[src/rtl/d_flip_flop_pkg.sv]
// Shared defaults for the d_flip_flop register chain.
package d_flip_flop_pkg;
    localparam int DFF_DEFAULT_N      = 9;
    localparam int DFF_DEFAULT_STAGES = 1;
endpackage

[src/rtl/dff_stage.sv]
// One N-bit register stage; reset takes priority over enable.
module dff_stage
    import d_flip_flop_pkg::*;
#(
    parameter int           N       = DFF_DEFAULT_N,
    parameter logic [N-1:0] RST_VAL = '0
) (
    input  logic         clk,
    input  logic         rst,
    input  logic         en,
    input  logic [N-1:0] d,
    output logic [N-1:0] q
);
    logic [N-1:0] data_d;
    logic [N-1:0] data_q;

    always_comb begin
        data_d = data_q;
        if (rst) begin
            data_d = RST_VAL;
        end else if (en) begin
            data_d = d;
        end
    end

    always_ff @(posedge clk) begin
        data_q <= data_d;
    end

    assign q = data_q;
endmodule

[src/rtl/d_flip_flop.sv]
// Parameterised D flip-flop: STAGES cascaded N-bit registers with shared
// synchronous reset and stage-advance enable; q comes straight from the last stage.
module d_flip_flop
    import d_flip_flop_pkg::*;
#(
    parameter int           N       = DFF_DEFAULT_N,
    parameter int           STAGES  = DFF_DEFAULT_STAGES,
    parameter logic [N-1:0] RST_VAL = '0
) (
    input  logic         clk,
    input  logic         rst,
    input  logic         en,
    input  logic [N-1:0] d,
    output logic [N-1:0] q
);
    if (N < 1) begin : g_bad_n
        $error("d_flip_flop: N must be >= 1");
    end
    if (STAGES < 1) begin : g_bad_stages
        $error("d_flip_flop: STAGES must be >= 1");
    end

    // chain[0] is the input; chain[k] is the output of stage k.
    logic [N-1:0] chain [0:STAGES];

    assign chain[0] = d;

    for (genvar k = 0; k < STAGES; k++) begin : g_stage
        dff_stage #(
            .N       (N),
            .RST_VAL (RST_VAL)
        ) u_stage (
            .clk (clk),
            .rst (rst),
            .en  (en),
            .d   (chain[k]),
            .q   (chain[k+1])
        );
    end

    assign q = chain[STAGES];
endmodule

[config.mk]
export PLATFORM = sky130hd
export DESIGN_NAME = d_flip_flop
export DESIGN_NICKNAME = d
export VERILOG_FILES = /design/src/rtl/d_flip_flop_pkg.sv /design/src/rtl/dff_stage.sv /design/src/rtl/d_flip_flop.sv
export SDC_FILE = /design/constraint.sdc
export NUM_CORES = 1
export LEC_CHECK = 0
export BUFFER_PORTS_ARGS = -buffer_cell sky130_fd_sc_hd__buf_2
export CAP_MARGIN = 20
export CORE_AREA = 4 4 41 43
export DETAILED_ROUTE_END_ITERATION = 12
export DIE_AREA = 0 0 45 47
export GPL_ROUTABILITY_DRIVEN = 0
export SYNTH_ARGS = -nofsm -noshare
export SYNTH_HDL_FRONTEND = slang
export SYNTH_SLANG_ARGS = --single-unit
[constraint.sdc]
create_clock -name clk -period 1 [get_ports clk]
set_input_delay 0.2 -clock clk [delete_from_list [all_inputs] [get_ports clk]]
set_output_delay 0.2 -clock clk [all_outputs]
set_load 0.03 [all_outputs]
==> summary.txt, run 1 <==
outcome: finished, final reports clean
Detailed Route Iter0 Violations: 4
Die Width: 45 um
final setup TNS: 0 ps
HP Start: d[0]
CP Data Arrival Time: 770 ps
minimum clock period: 968 ps
RSZ-0062 raised after global routing: false
cts hold-fix bufs: 0
Max-slew headroom: 0.824
critical-path cell list: clkbuf_4
leak pwr: 0.250 nW
Startpoint Class: flop
clk_skew: 0 ps
Netlist cell types: 5
Antenna Nets Post-Route: 0
Layout Nets: 64
final instance area: 479 um2
Worst R2R Setup Slack: 400 ps
max-slew violations: 0
clock root cell: clkbuf_4
H-tree depth: 1
CTS clk-pin slew, worst paths: 60 ps
via density per instance: 4.21
worst slack, placed: 154 ps
Core ar.: 1300 um2
Fin. Hold Viols: 0
Starting Density: 0.245
post-synthesis cell count: 29
WP data required: 800 ps
DR WL/cell: 10.7 um
Crit Reg-Reg Startpoint: g_stage[0].u_stage.q[3]$_SDFFE_PP0P_
hold path depth: 3
Hold WC Path Type: in2reg
global route total overflow: 0
# rows: 13
post-synth net total: 41
Power Dens Cells: 1680 nW/um2
CP peak stage delay: 330 ps
Worst Hold Path EP: g_stage[0].u_stage.q[0]$_SDFFE_PP0P_
mapped cell area: 319 um2
R2R cell count: 2
sequential share of the synthesized area: 0.565
first-pass GRT wire length: 1160 um
Top delay family on crit path: flip-flops
FMAX: 1030 MHz
final wirelength: 704 um
n_diodes: 0
TritonCTS clock tree: done
Largest register FFs: 9
vias after detailed routing: 278
Peak VDD IR: 0.000652 V
CP Class: reg2out
Worst setup EP type: primary output
post-layout util: 0.368
clk sinks: 9
Final Worst Setup Slack: 32.2 ps
max_cap viols: 0
Least-Margin Pin Slew: 264 ps
syn_area_per_cell: 11.0 um2
Die Y-Extent: 47 um
antenna violations before repair: 0
setup violators final: 0
Worst-Skew Late Latency: 250 ps
area grow syn2layout: 50.2%
pin count of the biggest net entering global routing: 10
Final period util: 0.968
clk buf depth: 2
I/O Buffers: 20
CP max stage cell: dfxtp_1
Pre-antenna DRT Iters: 3
die area: 2120 um2
synth warn: 0
Crit path buffers/inverters: 1
Boundary Pins: 21
GRT Overall Usage: 0.0832
synthesized flop and latch total: 9
total CTS buffers: 3
CP Max Fanout: 2
DRC: 0
layout cells sized above 1: 0.451
dpl cell area: 423 um2
number of global-route vias before repair: 299
RR Endpoint: g_stage[0].u_stage.q[3]$_SDFFE_PP0P_
==> final cells by class <==
| cell class | instances | area, um2 |
|---|---|---|
| Fill cell | 155 | 822 |
| Sequential cell | 9 | 180 |
| Timing Repair Buffer | 20 | 130 |
| Multi-Input combinational cell | 18 | 124 |
| Clock buffer | 4 | 26.3 |
| Tap cell | 15 | 18.8 |
==> how the worst max path moves through the flow <==
| stage | start | endpoint | slack [ps] | cells past startpoint |
|---|---|---|---|---|
| after global routing | g_stage[0].u_stage.q[6]$_SDFFE_PP0P_ | q[6] | 0.7 | 1 |
| after detailed placement | en | g_stage[0].u_stage.q[7]$_SDFFE_PP0P_ | 150 | 3 |
| final | g_stage[0].u_stage.q[0]$_SDFFE_PP0P_ | q[0] | 30 | 1 |
| after CTS | g_stage[0].u_stage.q[3]$_SDFFE_PP0P_ | q[3] | 4 | 1 |
| after floorplan | g_stage[0].u_stage.q[0]$_SDFFE_PP0P_ | g_stage[0].u_stage.q[0]$_SDFFE_PP0P_ | 270 | 2 |
| after global placement | en | g_stage[0].u_stage.q[4]$_SDFFE_PP0P_ | 160 | 3 |
==> synth_stat cells <==
cell type	n	area [um2]
buf_1	1	3.75
buf_6	1	11.3
dfxtp_1	9	180
nor2_1	9	33.8
mux2i_1	9	90.1
==> layer usage <==
metal  vias up  part of all wire  track usage
met5         -                 0            0
met4         0                 0       0.0526
met3         0              0.12       0.0575
met2        13              0.50        0.138
met1       125              0.38       0.0734
li1        140                 -            -
==> cell usage in the layout (no fill, tap or decap), drive strengths merged <==
master and count:
clkbuf 6, dfxtp 9, buf 18, mux2i 9, nor2 9
==> cells by family (layout without fill, tap and decap cells) <==
family                 count (synthesis)  after routing  synth area share
multiplexers                           9              9             0.282
flip-flops                             9              9             0.565
AND/OR/NAND/NOR                        9              9             0.106
buffers and inverters                  2             24            0.0470
==> where the power goes <==
group	leakage, nW	switching (mW)	internal [mW]
clock	0.0150	0.117	0.153
sequential	0.0743	0.0113	0.380
combinational	0.161	0.0798	0.0639
total	0.250	0.208	0.597
==> stage by stage <==
| stage | total power, mW | instances | hold slack (ps) |
|---|---|---|---|
| final | 0.805 | 66 | 178 |
| after global routing | 0.858 | 66 | 197 |
| after CTS | 0.809 | 66 | 170 |
| after detailed placement | 0.528 | 62 | 444 |
| after global placement | 0.527 | 62 | 437 |
| after floorplan | 0.485 | 29 | 347 |
==> timing repair <==
action / in CTS / in global routing
endpoints found under the setup margin: 0 / 9
resized for setup: 0 / 18
setup buffers: 0 / 0
Power figures use the tool's default switching activity.
==> run 2, diff against run 1 <==
--- a/config.mk
+++ b/config.mk
@@ -5,6 +5,7 @@
 export SDC_FILE = /design/constraint.sdc
 export NUM_CORES = 1
 export LEC_CHECK = 0
+export ABC_AREA = 1
 export BUFFER_PORTS_ARGS = -buffer_cell sky130_fd_sc_hd__buf_2
 export CAP_MARGIN = 20
 export CORE_AREA = 4 4 41 43
==> run 2 against run 1 <==
- die area stayed put
- design area rose by 9.1%
- sequential cell count did not move
- first-iteration DRC count fell by 50%
- critical path depth unchanged
- clock skew is the same
- via count is 34% higher
- synthesized cell count is 97% higher
- combinational power increased by 17%
- worst setup slack gained 4.8 ps
- sequential share of layout area fell by 3.1 points
- clock-buffer cell count unchanged
- largest cell class unchanged
- highest routed layer unchanged
==> summary.txt, run 2 <==
outcome: finished, final reports clean
Die Width: 45 um (unchanged)
Netlist cell types: 8 (+3)
worst hold slack: 230 ps (+52.4 ps)
area grow syn2layout: 37.0%
Die Y-Extent: 47 um (unchanged)
synth warn: 0 (unchanged)
Synth top area share: 0.472 (-0.0926)
Core ar.: 1300 um2 (unchanged)
Peak VDD IR: 0.000731 V (+12%)
Fin. Hold Viols: 0 (unchanged)
Hold WC Path Type: in2reg
CP max stage cell: dfxtp_1
setup violators final: 0 (unchanged)
layout cells sized above 1: 0.304 (-0.147)
top cells by area, synth: dfxtp_1 47%, nor2_1 18%, nand2_1 17%
first-pass GRT wire length: 1080 um (-6.6%)
Post-Synth Simple-Gate Area: 0.361 (+0.255)
EDFF count, synth: 0 (unchanged)
commonest non-fill, non-tap cell in the layout: nor2_1
H-tree depth: 1 (unchanged)
fraction of registers with async set/reset: 0 (unchanged)
most frequent cell after synthesis: nor2_1
Top delay family on crit path: flip-flops
max_cap viols: 0 (unchanged)
Post-Synth Adder-Cell Area: 0 (unchanged)
via density per instance: 3.96 (-6.0%)
final wirelength: 732 um (+4.0%)
minimum clock period: 963 ps (-4.77 ps)
worst slack, placed: 209 ps (+55.8 ps)
synthesized flop and latch total: 9 (unchanged)
sequential share of the synthesized area: 0.472 (-0.0926)
Max-slew headroom: 0.804 (-0.0205)
largest family of logic cells by synthesized area: simple AND/OR/NAND/NOR gates
FMAX: 1040 MHz (+0.50%)
Layout Nets: 92 (+44%)
CP Max Fanout: 2 (unchanged)
CP Capture Point: q[5]
I/O Buffers: 20 (unchanged)
Compound-Gate Fraction of Synth Area: 0 (unchanged)
CP peak stage delay: 330 ps (about the same)
Worst setup EP type: primary output
clk sinks: 9 (unchanged)
number of global-route vias before repair: 291 (-2.7%)
WP data required: 800 ps (about the same)
mapped cell area: 382 um2 (+20%)
# fillers: 154 (-0.65%)
CP Class: reg2out
Boundary Pins: 21 (unchanged)
leak pwr: 0.313 nW (+25%)
n_diodes: 0 (unchanged)
antenna violations before repair: 0 (unchanged)
Least-Margin Pin Slew: 294 ps (+30.8 ps)
DP HPWL: 555 um
Largest register FFs: 9 (unchanged)
HP Start: d[0]
cell taking the most area after synthesis: dfxtp_1
total CTS buffers: 3 (unchanged)
R2R cell count: 2 (unchanged)
Final period util: 0.963 (-0.00477)
GRT Overall Usage: 0.0738 (-0.00939)
CTS clk-pin slew, worst paths: 60 ps (about the same)
clk_skew: 0 ps (unchanged)
RSZ-0062 raised after global routing: false
Power Dens Cells: 1600 nW/um2 (-4.9%)
clock root cell: clkbuf_4
Antenna Nets Post-Route: 0 (unchanged)
DRC: 0 (unchanged)
vias after detailed routing: 372 (+34%)
mux contribution to synthesized area: 0 (-0.282)
clk buf depth: 2 (unchanged)
critical-path cell list: clkbuf_4
global route total overflow: 0 (unchanged)
Synth Area in XOR/XNOR: 0 (unchanged)
post-synthesis cell count: 57 (+97%)
Detailed Route Iter0 Violations: 2 (-2)
Crit Reg-Reg Startpoint: g_stage[0].u_stage.q[1]$_SDFFE_PP0P_
RR Endpoint: g_stage[0].u_stage.q[1]$_SDFFE_PP0P_
Final Worst Setup Slack: 36.9 ps (+4.77 ps)
Starting Density: 0.293 (+0.0481)
CP Depth: 1 (unchanged)
final setup TNS: 0 ps (unchanged)
CP Data Arrival Time: 760 ps (about the same)
max-slew violations: 0 (unchanged)
DR WL/cell: 7.79 um (-27%)
pin count of the biggest net entering global routing: 19 (+9)
# rows: 13 (unchanged)
syn_area_per_cell: 6.70 um2 (-39%)
die area: 2120 um2 (unchanged)
synth cell count leaders: 18 x nor2_1, 17 x nand2_1, 9 x dfxtp_1, 9 x inv_1
Worst R2R Setup Slack: 440 ps (+40 ps)
post-synth net total: 69 (+68%)
TritonCTS clock tree: done
most frequent cells in the layout: 18 x nor2_1, 17 x nand2_1, 11 x buf_2
Startpoint Class: flop
prevailing post-synth register cell: dfxtp_1
Pre-antenna DRT Iters: 4 (+1)
Worst-Skew Late Latency: 250 ps (about the same)
Crit path buffers/inverters: 1 (unchanged)
Critical Path Start: g_stage[0].u_stage.q[5]$_SDFFE_PP0P_
## run 2: stage by stage
stage                util  instance area [um2]  cells  total power, mW
floorplan               -                  382     57            0.518
global placement    0.364                  474     90            0.559
detailed placement  0.364                  474     90            0.561
CTS                 0.385                  500     94            0.841
global route        0.402                  523     94            0.897
finish              0.402                  523     94            0.835
## run 2: logic make-up after synthesis
group                  after synthesis
and+or+nand+nor                     36
buffers and inverters               12
DFF                                  9
## run 2: power by group
group | total (mW) | internal [mW] | switching [mW]
registers | 0.396 | 0.384 | 0.0123
clock network | 0.271 | 0.153 | 0.117
logic | 0.168 | 0.0666 | 0.102
## run 2: worst min-delay path by stage
| stage | to | depth (start not counted) | slack (ps) |
|---|---|---|---|
| detailed placement | g_stage[0].u_stage.q[0]$_SDFFE_PP0P_ | 2 | 460 |
| finish | g_stage[0].u_stage.q[0]$_SDFFE_PP0P_ | 5 | 230 |
| floorplan | g_stage[0].u_stage.q[0]$_SDFFE_PP0P_ | 4 | 390 |
| global route | g_stage[0].u_stage.q[5]$_SDFFE_PP0P_ | 5 | 240 |
| global placement | g_stage[0].u_stage.q[3]$_SDFFE_PP0P_ | 2 | 460 |
| CTS | g_stage[0].u_stage.q[8]$_SDFFE_PP0P_ | 5 | 220 |
## run 2: metal layers
layer | vias to the layer above | share of wire | wire length, um | GRT usage
met1 | 157 | 0.42 | 305 | 0.0783
met2 | 13 | 0.47 | 344 | 0.110
met3 | 0 | 0.11 | 82 | 0.0307
met5 | - | 0 | 0 | 0
li1 | 202 | - | - | -
met4 | 0 | 0 | 0 | 0.0702
## run 2: worst register-to-register path, delay by kind of cell (launching register included)
| family | cells | cell delay, ps |
|---|---|---|
| simple gates | 2 | 140 |
| flops | 1 | 310 |
## run 2: timing repair
item | in CTS | in global routing
hold buffers | 0 | 0
gates resized for setup | 0 | 17
setup endpoints to repair | 0 | 9
setup buffers | 0 | 0
endpoints found under the hold margin | 0 | 0
## run 2: cell type report
| type | instances | area [um2] | share of cell area |
|---|---|---|---|
| inverters | 10 | 37.5 | 0.0718 |
| multi-input cells | 36 | 138 | 0.263 |
| flip-flops and latches | 9 | 180 | 0.344 |
| clock buffers | 4 | 26.3 | 0.0502 |
| well taps | 15 | 18.8 | 0.0359 |
| repair buffers | 20 | 123 | 0.234 |
==> run 3, diff against run 2 <==
--- a/config.mk
+++ b/config.mk
@@ -9,6 +9,7 @@
 export BUFFER_PORTS_ARGS = -buffer_cell sky130_fd_sc_hd__buf_2
 export CAP_MARGIN = 20
 export CORE_AREA = 4 4 41 43
+export CTS_BUF_LIST = sky130_fd_sc_hd__clkbuf_4
 export DETAILED_ROUTE_END_ITERATION = 12
 export DIE_AREA = 0 0 45 47
 export GPL_ROUTABILITY_DRIVEN = 0
==> constraint.sdc (replaced) <==
create_clock -name clk -period 1 [get_ports clk]
set_input_delay 0.2 -clock clk [delete_from_list [all_inputs] [get_ports clk]]
set_output_delay 0.2 -clock clk [all_outputs]
set_load 0.02 [all_outputs]
==> run 3 against run 2 <==
- clock power rose by 8.9%
- register-to-register slack barely moved
- wire length decreased by 1.5%
- combinational power fell by 19%
- clock-buffer cell count did not move
- sequential power hardly changed
- critical path depth unchanged
- utilization decreased by 1.4 points
- sequential cell count unchanged
- via count rose by 0.27%
- clock skew did not move
- critical path type unchanged
- largest cell class unchanged
- highest routed layer unchanged
==> summary.txt, run 3 (synthesis results as in run 2) <==
Int Power: 0.617 mW (+2.2%)
switching share of power: 0.252 (-0.0249)
Final period util: 0.945 (-0.0182)
Post-CTS Setup Inserts: 0 (unchanged)
leak pwr: 0.314 nW (+0.30%)
cts hold-fix bufs: 0 (unchanged)
I/O Buffers: 20 (unchanged)
FMAX: 1060 MHz (+1.9%)
Critical Path Start: g_stage[0].u_stage.q[8]$_SDFFE_PP0P_
critical-path cell list: buf_2
DP HPWL: 555 um (unchanged)
Die Width: 45 um (unchanged)
Worst-Skew Late Latency: 250 ps (about the same)
layout cells sized above 1: 0.316 (+0.0127)
post_cts resized: 0 (unchanged)
GRT Overall Usage: 0.0706 (-0.00317)
hold path depth: 5 (unchanged)
total CTS buffers: 3 (unchanged)
final wirelength: 721 um (-1.5%)
max_cap viols: 0 (unchanged)
Top delay family on crit path: flip-flops
R2R cell count: 2 (unchanged)
max-slew violations: 0 (unchanged)
Max-slew headroom: 0.803 (-0.00117)
CTS clk-pin slew, worst paths: 60 ps (about the same)
Worst Hold Path EP: g_stage[0].u_stage.q[0]$_SDFFE_PP0P_
antenna violations before repair: 0 (unchanged)
vias after detailed routing: 373 (+0.27%)
total power: 0.826 mW (-1.2%)
dpl cell area: 474 um2 (unchanged)
HP Start: d[0]
CP Class: reg2out
# fillers: 155 (+0.65%)
setup violators final: 0 (unchanged)
Worst R2R Setup Slack: 450 ps (about the same)
Pre-antenna DRT Iters: 4 (unchanged)
Starting Density: 0.293 (unchanged)
clock power share: 0.357 (+0.033)
Largest register FFs: 9 (unchanged)
die area: 2120 um2 (unchanged)
final setup TNS: 0 ps (unchanged)
final instance area: 504 um2 (-3.6%)
Detailed Route Iter0 Violations: 2 (unchanged)
area grow syn2layout: 32.1%
Antenna Nets Post-Route: 0 (unchanged)
highest metal used: met3
Hold WC Path Type: in2reg
Boundary Pins: 21 (unchanged)
Peak VDD IR: 0.000685 V (-6.2%)
n_diodes: 0 (unchanged)
Power Dens Cells: 1640 nW/um2 (+2.5%)
DR WL/cell: 7.67 um (-1.5%)
# rows: 13 (unchanged)
commonest non-fill, non-tap cell in the layout: buf_2
met2 wire len: 331 um (-3.8%)
Logic pwr share: 0.165 (-0.037)
CP Data Arrival Time: 740 ps (-20 ps)
RR Endpoint: g_stage[0].u_stage.q[1]$_SDFFE_PP0P_
CP Max Fanout: 2 (unchanged)
clk_skew: 0 ps (unchanged)
FF+latch area: 180 um2 (unchanged)
most frequent cells in the layout: 20 x buf_2, 18 x nor2_1, 17 x nand2_1
M1 wire length: 310 um (+1.6%)
RSZ-0062 raised after global routing: false
global route total overflow: 0 (unchanged)
WP data required: 800 ps (about the same)
minimum clock period: 945 ps (-18.2 ps)
Least-Margin Pin Slew: 296 ps (+1.76 ps)
CP peak stage delay: 330 ps (about the same)
TritonCTS clock tree: done
DRC: 0 (unchanged)
clock root cell: clkbuf_4
part of the power in registers: 0.478 (+0.004)
Core ar.: 1300 um2 (unchanged)
Worst setup EP type: primary output
pin count of the biggest net entering global routing: 19 (unchanged)
metal3 WL: 78 um (-4.9%)
multi-input logic area: 138 um2 (unchanged)
first-pass GRT wire length: 1070 um (-1.3%)
Layout Nets: 92 (unchanged)
outcome: finished, final reports clean
CP max stage cell: dfxtp_1
Post-Place Cells: 90 (unchanged)
Crit Reg-Reg Startpoint: g_stage[0].u_stage.q[1]$_SDFFE_PP0P_
Fin. Hold Viols: 0 (unchanged)
Sw Pwr: 0.208 mW (-10%)
clk buf depth: 2 (unchanged)
via density per instance: 3.97 (+0.27%)
clk sinks: 9 (unchanged)
Post-Layout Cell Count: 94 (unchanged)
Startpoint Class: flop
post-layout util: 0.388 (-0.0144)
Die Y-Extent: 47 um (unchanged)
H-tree depth: 1 (unchanged)
number of global-route vias before repair: 294 (+1.0%)
Crit path buffers/inverters: 1 (unchanged)
==> run 3: changes by cell type in the layout (fill, tap and decap cells not counted) <==
cell	before	now
clkbuf_1	1	0
buf_4	8	0
buf_2	11	20
==> run 3: worst max path at each step <==
stage / to / slack (ps) / depth (start not counted)
final: q[8] / 60 / 1
after global routing: q[7] / 8 / 1
after CTS: q[8] / 40 / 1
after detailed placement: g_stage[0].u_stage.q[1]$_SDFFE_PP0P_ / 210 / 4
after global placement: g_stage[0].u_stage.q[2]$_SDFFE_PP0P_ / 230 / 4
after floorplan: g_stage[0].u_stage.q[0]$_SDFFE_PP0P_ / 320 / 4
==> run 3: through the flow <==
step                hold WS (ps)  worst slack [ps]
floorplan                    388               319
global placement             459               226
detailed placement           460               209
CTS                          227              42.8
global route                 243              8.12
finish                       233              55.2
==> run 3: routing by layer <==
metal  GRT usage  vias to the layer above
met5           0                        -
met4      0.0526                        0
met3      0.0307                        0
met2       0.110                       13
met1      0.0760                      157
li1            -                      203
==> run 3: final cells by class <==
class,instances,area share
Sequential cell,9,0.357
Multi-Input combinational cell,36,0.273
Timing Repair Buffer,20,0.199
Inverter,10,0.0744
Clock buffer,4,0.0596
Tap cell,15,0.0372
==> run 3: power by group through the flow <==
stage | sequential [mW] | combinational, mW | clock, mW
6_report | 0.395 | 0.136 | 0.295
5_1_grt | 0.398 | 0.154 | 0.331
4_1_cts | 0.395 | 0.139 | 0.311
3_5_place_dp | 0.403 | 0.139 | 0
3_3_place_gp | 0.403 | 0.136 | 0
2_1_floorplan | 0.434 | 0.0644 | 0
